--- src/rtl/aes_block_collector.sv ---
// Collects the 16-byte result stream that follows the engine's z_ready pulse
// into a 128-bit mode-tagged block and queues it for a valid/ready consumer.
module aes_block_collector #(
    parameter int FIRST_BYTE_DELAY = 0,
    parameter int DEPTH            = 2
) (
    input  logic                   clk,
    input  logic                   rst,
    input  logic [7:0]             z_i,
    input  logic                   z_ready_i,
    input  logic                   mode_i,
    input  logic                   clr_flags_i,
    output logic [127:0]           blk_data_o,
    output logic                   blk_mode_o,
    output logic                   blk_valid_o,
    input  logic                   blk_ready_i,
    output logic                   busy_o,
    output logic [$clog2(DEPTH):0] level_o,
    output logic                   overflow_o,
    output logic                   proto_err_o
);
    localparam int PW = $clog2(DEPTH);
    localparam int LW = PW + 1;
    localparam logic [3:0]    DLY_LOAD = (FIRST_BYTE_DELAY > 0) ? 4'(FIRST_BYTE_DELAY - 1) : 4'd0;
    localparam logic [LW-1:0] LVL_ONE  = LW'(1);
    localparam logic [LW-1:0] LVL_FULL = LW'(DEPTH);
    localparam logic [PW-1:0] PTR_ONE  = PW'(1);

    typedef enum logic [1:0] {
        ST_IDLE    = 2'd0,
        ST_WAIT    = 2'd1,
        ST_COLLECT = 2'd2
    } state_e;

    state_e         state_q;
    logic [3:0]     cnt_q;
    logic [3:0]     dly_q;
    logic           mode_q;
    logic           busy_q;
    logic [119:0]   asm_q;

    logic [127:0]   mem_data_q [DEPTH];
    logic           mem_mode_q [DEPTH];
    logic [PW-1:0]  wr_ptr_q;
    logic [PW-1:0]  rd_ptr_q;
    logic [LW-1:0]  level_q;
    logic [LW-1:0]  level_d;
    logic           valid_q;
    logic           overflow_q;
    logic           proto_err_q;

    logic           push_s;
    logic           pop_s;
    logic           push_ok_s;
    logic           ovf_set_s;
    logic           perr_set_s;

    // Byte 15 is taken straight from z_i so the full word is pushed on its capture edge.
    assign push_s     = (state_q == ST_COLLECT) && (cnt_q == 4'd15);
    assign pop_s      = valid_q && blk_ready_i;
    assign push_ok_s  = push_s && ((level_q < LVL_FULL) || pop_s);
    assign ovf_set_s  = push_s && !push_ok_s;
    assign perr_set_s = z_ready_i && (state_q != ST_IDLE);

    // Framing FSM: start detection, first-byte delay and byte assembly.
    always_ff @(posedge clk or posedge rst) begin
        if (rst) begin
            state_q <= ST_IDLE;
            cnt_q   <= 4'd0;
            dly_q   <= 4'd0;
            mode_q  <= 1'b0;
            busy_q  <= 1'b0;
            asm_q   <= 120'd0;
        end else begin
            case (state_q)
                ST_IDLE: begin
                    if (z_ready_i) begin
                        mode_q <= mode_i;
                        busy_q <= 1'b1;
                        if (FIRST_BYTE_DELAY == 0) begin
                            asm_q   <= {asm_q[111:0], z_i};
                            cnt_q   <= 4'd1;
                            state_q <= ST_COLLECT;
                        end else begin
                            dly_q   <= DLY_LOAD;
                            state_q <= ST_WAIT;
                        end
                    end
                end
                ST_WAIT: begin
                    if (dly_q == 4'd0) begin
                        asm_q   <= {asm_q[111:0], z_i};
                        cnt_q   <= 4'd1;
                        state_q <= ST_COLLECT;
                    end else begin
                        dly_q <= dly_q - 4'd1;
                    end
                end
                ST_COLLECT: begin
                    if (cnt_q == 4'd15) begin
                        cnt_q   <= 4'd0;
                        busy_q  <= 1'b0;
                        state_q <= ST_IDLE;
                    end else begin
                        asm_q <= {asm_q[111:0], z_i};
                        cnt_q <= cnt_q + 4'd1;
                    end
                end
                default: begin
                    state_q <= ST_IDLE;
                    cnt_q   <= 4'd0;
                    busy_q  <= 1'b0;
                end
            endcase
        end
    end

    // Occupancy next-state; simultaneous push and pop cancel out.
    always_comb begin
        level_d = level_q;
        if (push_ok_s && !pop_s) begin
            level_d = level_q + LVL_ONE;
        end else if (pop_s && !push_ok_s) begin
            level_d = level_q - LVL_ONE;
        end else begin
            level_d = level_q;
        end
    end

    // Block FIFO storage, pointers and registered valid.
    always_ff @(posedge clk or posedge rst) begin
        if (rst) begin
            for (int k = 0; k < DEPTH; k++) begin
                mem_data_q[k] <= 128'd0;
                mem_mode_q[k] <= 1'b0;
            end
            wr_ptr_q <= '0;
            rd_ptr_q <= '0;
            level_q  <= '0;
            valid_q  <= 1'b0;
        end else begin
            if (push_ok_s) begin
                mem_data_q[wr_ptr_q] <= {asm_q, z_i};
                mem_mode_q[wr_ptr_q] <= mode_q;
                wr_ptr_q             <= wr_ptr_q + PTR_ONE;
            end
            if (pop_s) begin
                rd_ptr_q <= rd_ptr_q + PTR_ONE;
            end
            level_q <= level_d;
            valid_q <= (level_d != '0);
        end
    end

    // Sticky status flags; a set on the clearing edge takes priority.
    always_ff @(posedge clk or posedge rst) begin
        if (rst) begin
            overflow_q  <= 1'b0;
            proto_err_q <= 1'b0;
        end else begin
            overflow_q  <= ovf_set_s  | (overflow_q  & ~clr_flags_i);
            proto_err_q <= perr_set_s | (proto_err_q & ~clr_flags_i);
        end
    end

    assign blk_data_o  = mem_data_q[rd_ptr_q];
    assign blk_mode_o  = mem_mode_q[rd_ptr_q];
    assign blk_valid_o = valid_q;
    assign busy_o      = busy_q;
    assign level_o     = level_q;
    assign overflow_o  = overflow_q;
    assign proto_err_o = proto_err_q;

endmodule

--- config.mk ---
export PLATFORM = sky130hd
export DESIGN_NAME = aes_block_collector
export DESIGN_NICKNAME = d
export VERILOG_FILES = /design/src/rtl/aes_block_collector.sv
export SDC_FILE = /design/constraint.sdc
export NUM_CORES = 1
export LEC_CHECK = 0
export BUFFER_PORTS_ARGS = -buffer_cell sky130_fd_sc_hd__buf_2
export CORE_MARGIN = 3
export CORE_UTILIZATION = 57
export DETAILED_ROUTE_END_ITERATION = 10
export PLACE_DENSITY = 0.76
export SYNTH_ARGS = -nofsm -noshare
export SYNTH_HDL_FRONTEND = slang
export SYNTH_SLANG_ARGS = --single-unit
--- constraint.sdc ---
create_clock -name clk -period 19.75 [get_ports clk]
set_input_delay 1.975 -clock clk [delete_from_list [all_inputs] [get_ports clk]]
set_output_delay 1.975 -clock clk [all_outputs]
set_load 0.01 [all_outputs]
==> results.yml <==
run_status:
  outcome: "complete, no violations"
setup_path:
  crit_path_cell_trace: "buf_4, mux2_2, buf_2"
  worst_path_max_delay_cell: "dfrtp_4"
  cp-end-kind: "primary output"
  cp_max_fo: 71
  start_kind: "flip-flop"
  worstPathRequired_ns: 17.77
  path_buf_inv: 2
  worst_path_largest_cell_delay_ns: 1.00
  critical_path_class: "reg -> out"
  cp_top_family: "buffers and inverters"
  critPathArrivalTime_ns: 3.10
synth:
  synth_cell_types: 32
  netlist_top_cells_count: "mux2_2 (398), dfrtp_1 (391), mux2_4 (100), buf_6 (23), buf_4 (14)"
  synth_top_cell_area_share_pct: 58.9
  synth.most_common_cell: "mux2_2"
  async_reset_ff_share_pct: 100
  synth_flop_cell: "dfrtp_1"
  avgSynthCellArea_sq_um: 16.6
  synthCells: 1001
  yosys-top-cells-area: "dfrtp_1 (59%), mux2_2 (27%), mux2_4 (9.0%)"
  yosysTopAreaCell: "dfrtp_1"
  ys_seq_area_share_pct: 58.9
  syn_area_sq_um: 16600
  synth_edf_count: 0
  ys_ff_latch: 391
  synth_fp_nets: 1016
  yosys_warnings: 0
power_and_ir_drop:
  p_leak_nw: 9.33
  vdd_drop_max_mv: 0.104
  power.total_mw: 3.19
  power.density_nw_per_um2: 170
final_layout:
  num-fill-cells: 2005
  multi_input_area_sq_um: 6380
  seqCellArea_sq_um: 9790
  area_growth_pct: 13.1
  drive_above_1_share_pct: 61.5
  nets: 1158
  antenna_cells: 0
clock_network:
  cts_root_buffer: "clkbuf_16"
  hold_buffers: 0
  cts_max_level: 2
  numCtsBuffers: 40
  clock_latency_ns: 0.52
  clockBufferDepth: 3
  cts.clk_slew.worst_paths_ns: 0.06
  cts_resized: 0
  cts_setup_buffers: 0
  clock_sink_count: 391
  cts_tree: "done"
global_route:
  grt_pass1_wl_mm: 49.7
  grt_usage_pct: 19.7
  grt_start_max_net_pins: 184
  grt_overflow_total: 0
  antenna_found_initial: 0
  grt_pass1_vias: 9188
floorplan:
  coreArea_sq_um: 28200
  start_util_pct: 58.8
  die-area_sq_um: 31200
  die_h_microns: 177
  rows: 61
  num_io_pins: 149
  die_w_microns: 177
timing:
  clock.fmax_mhz: 197
  rsz0062_at_grt: "false"
  tns_ns: 0
  hold_violations: 0
  slew-limit-headroom_pct: 29.7
  skew_ns: 0.0140
  tightest_slew_ns: 1.06
  min_period_over_period_pct: 25.7
  setup_violations: 0
  period_needed_ns: 5.08
  report.final.slew_viol_count: 0
detailed_routing:
  drt_iter0_drc: 470
  drt.antenna.violating_nets: 0
  num_vias: 8475
  via_per_inst: 5.47
  routedWlPerCell_microns: 19.3
  finalWirelength_mm: 29.9
  dr_wl_met3_mm: 1.22
  firstDrtPassIters: 4
  drc: 0
  wirelength_met1_mm: 13.7
  top_layer_used: "met4"
  wl_met2_mm: 14.3
placement:
  port_buffers: 148
  routabilityCongestion: 0.710
  hpwlAfterDp_mm: 17.3
worst_hold_path:
  hp-class: "reg -> reg"
job:
  drv_cap: 0
## metrics by stage
stage          cells  setup slack [ns]  hold slack (ns)  utilization (%)  cell area [sq um]
2_1_floorplan   1001              6.91            0.459                -              16600
3_3_place_gp    1479             14.58            0.469             61.9              17500
3_5_place_dp    1479             14.57            0.475             61.9              17500
4_1_cts         1549             14.59            0.490             66.5              18800
5_1_grt         1549             14.51            0.506             66.5              18800
6_report        1549             14.67            0.484             66.5              18800
## final timing paths
kind	slack, ns	end	cells past startpoint	startpoint
min	0.48	mem_data_q[107]$_DFFE_PP0P_	1	mem_data_q[107]$_DFFE_PP0P_
max in group asynchronous	16.57	mem_data_q[210]$_DFFE_PP0P_	3	rst
min in group asynchronous	1.64	level_o[1]$_DFF_PP0_	2	rst
min reg2reg	0.48	mem_data_q[107]$_DFFE_PP0P_	1	mem_data_q[107]$_DFFE_PP0P_
max	14.67	blk_data_o[62]	3	rd_ptr_q$_DFFE_PP0P_
max reg2reg	15.81	mem_data_q[102]$_DFFE_PP0P_	6	cnt_q[0]$_DFFE_PP0P_
## cell families (layout without fill, tap and decap cells)
kind of cell / count (synthesis) / in the layout / share of synthesized area, %
xor+xnor: 4 / 4 / 0.211
fa+ha+maj: 1 / 1 / 0.0753
simple gates: 18 / 18 / 0.640
compound gates: 15 / 15 / 0.542
buf+inv: 62 / 232 / 2.79
flops: 391 / 391 / 58.9
mux: 510 / 510 / 36.8
## report_power, final
group	internal [mW]	switching [mW]
Clock	0.443	0.295
Sequential	1.15	0.271
Combinational	0.628	0.407
## cells in the final DEF, fill, tap and decap left out, types with 2 or more instances in the layout
cell and instances:
clkbuf_16 41, clkinv_2 8, o21ai_0 4, mux2i_1 2
o211ai_1 2, dfrtp_1 390, mux2_2 398, clkbuf_8 6
bufinv_16 3, inv_1 4, mux2_1 10, buf_4 8
xnor2_1 4, a21oi_1 5, mux2_4 100, clkbuf_1 11
buf_2 148, nand2_1 5, nand4_1 2
## layer usage
layer	GRT usage, %	up-vias
li1	-	3856
met2	32.2	139
met3	3.69	43
met5	0	-
met4	4.98	0
met1	27.7	4437
## worst register-to-register path: cells and delay by family, from the launching register on
kind | cells | cell delay (ns)
and+or+nand+nor | 2 | 0.98
muxes | 1 | 0.43
adders and majority gates | 1 | 0.27
buffers and inverters | 2 | 1.72
DFF | 1 | 0.43
## flip-flops by register name, indices dropped and copies added (netlist names)
signal / flops
blk_valid_o: 1
mem_data_q: 256
proto_err_o: 1
busy_o: 1
overflow_o: 1
cnt_q: 4
level_o: 2
asm_q: 120
rd_ptr_q: 1
wr_ptr_q: 1
mem_mode_q: 2
mode_q: 1
## final cells by class
| cell class | count | share of cell area (%) |
|---|---|---|
| Multi-Input combinational cell | 548 | 34.0 |
| Sequential cell | 391 | 52.1 |
| Inverter | 5 | 0.140 |
| Tap cell | 378 | 2.52 |
| Clock inverter | 12 | 0.740 |
| Timing Repair Buffer | 157 | 4.37 |
| Clock buffer | 58 | 6.12 |
Note: power is estimated with default switching activity, not from simulation.
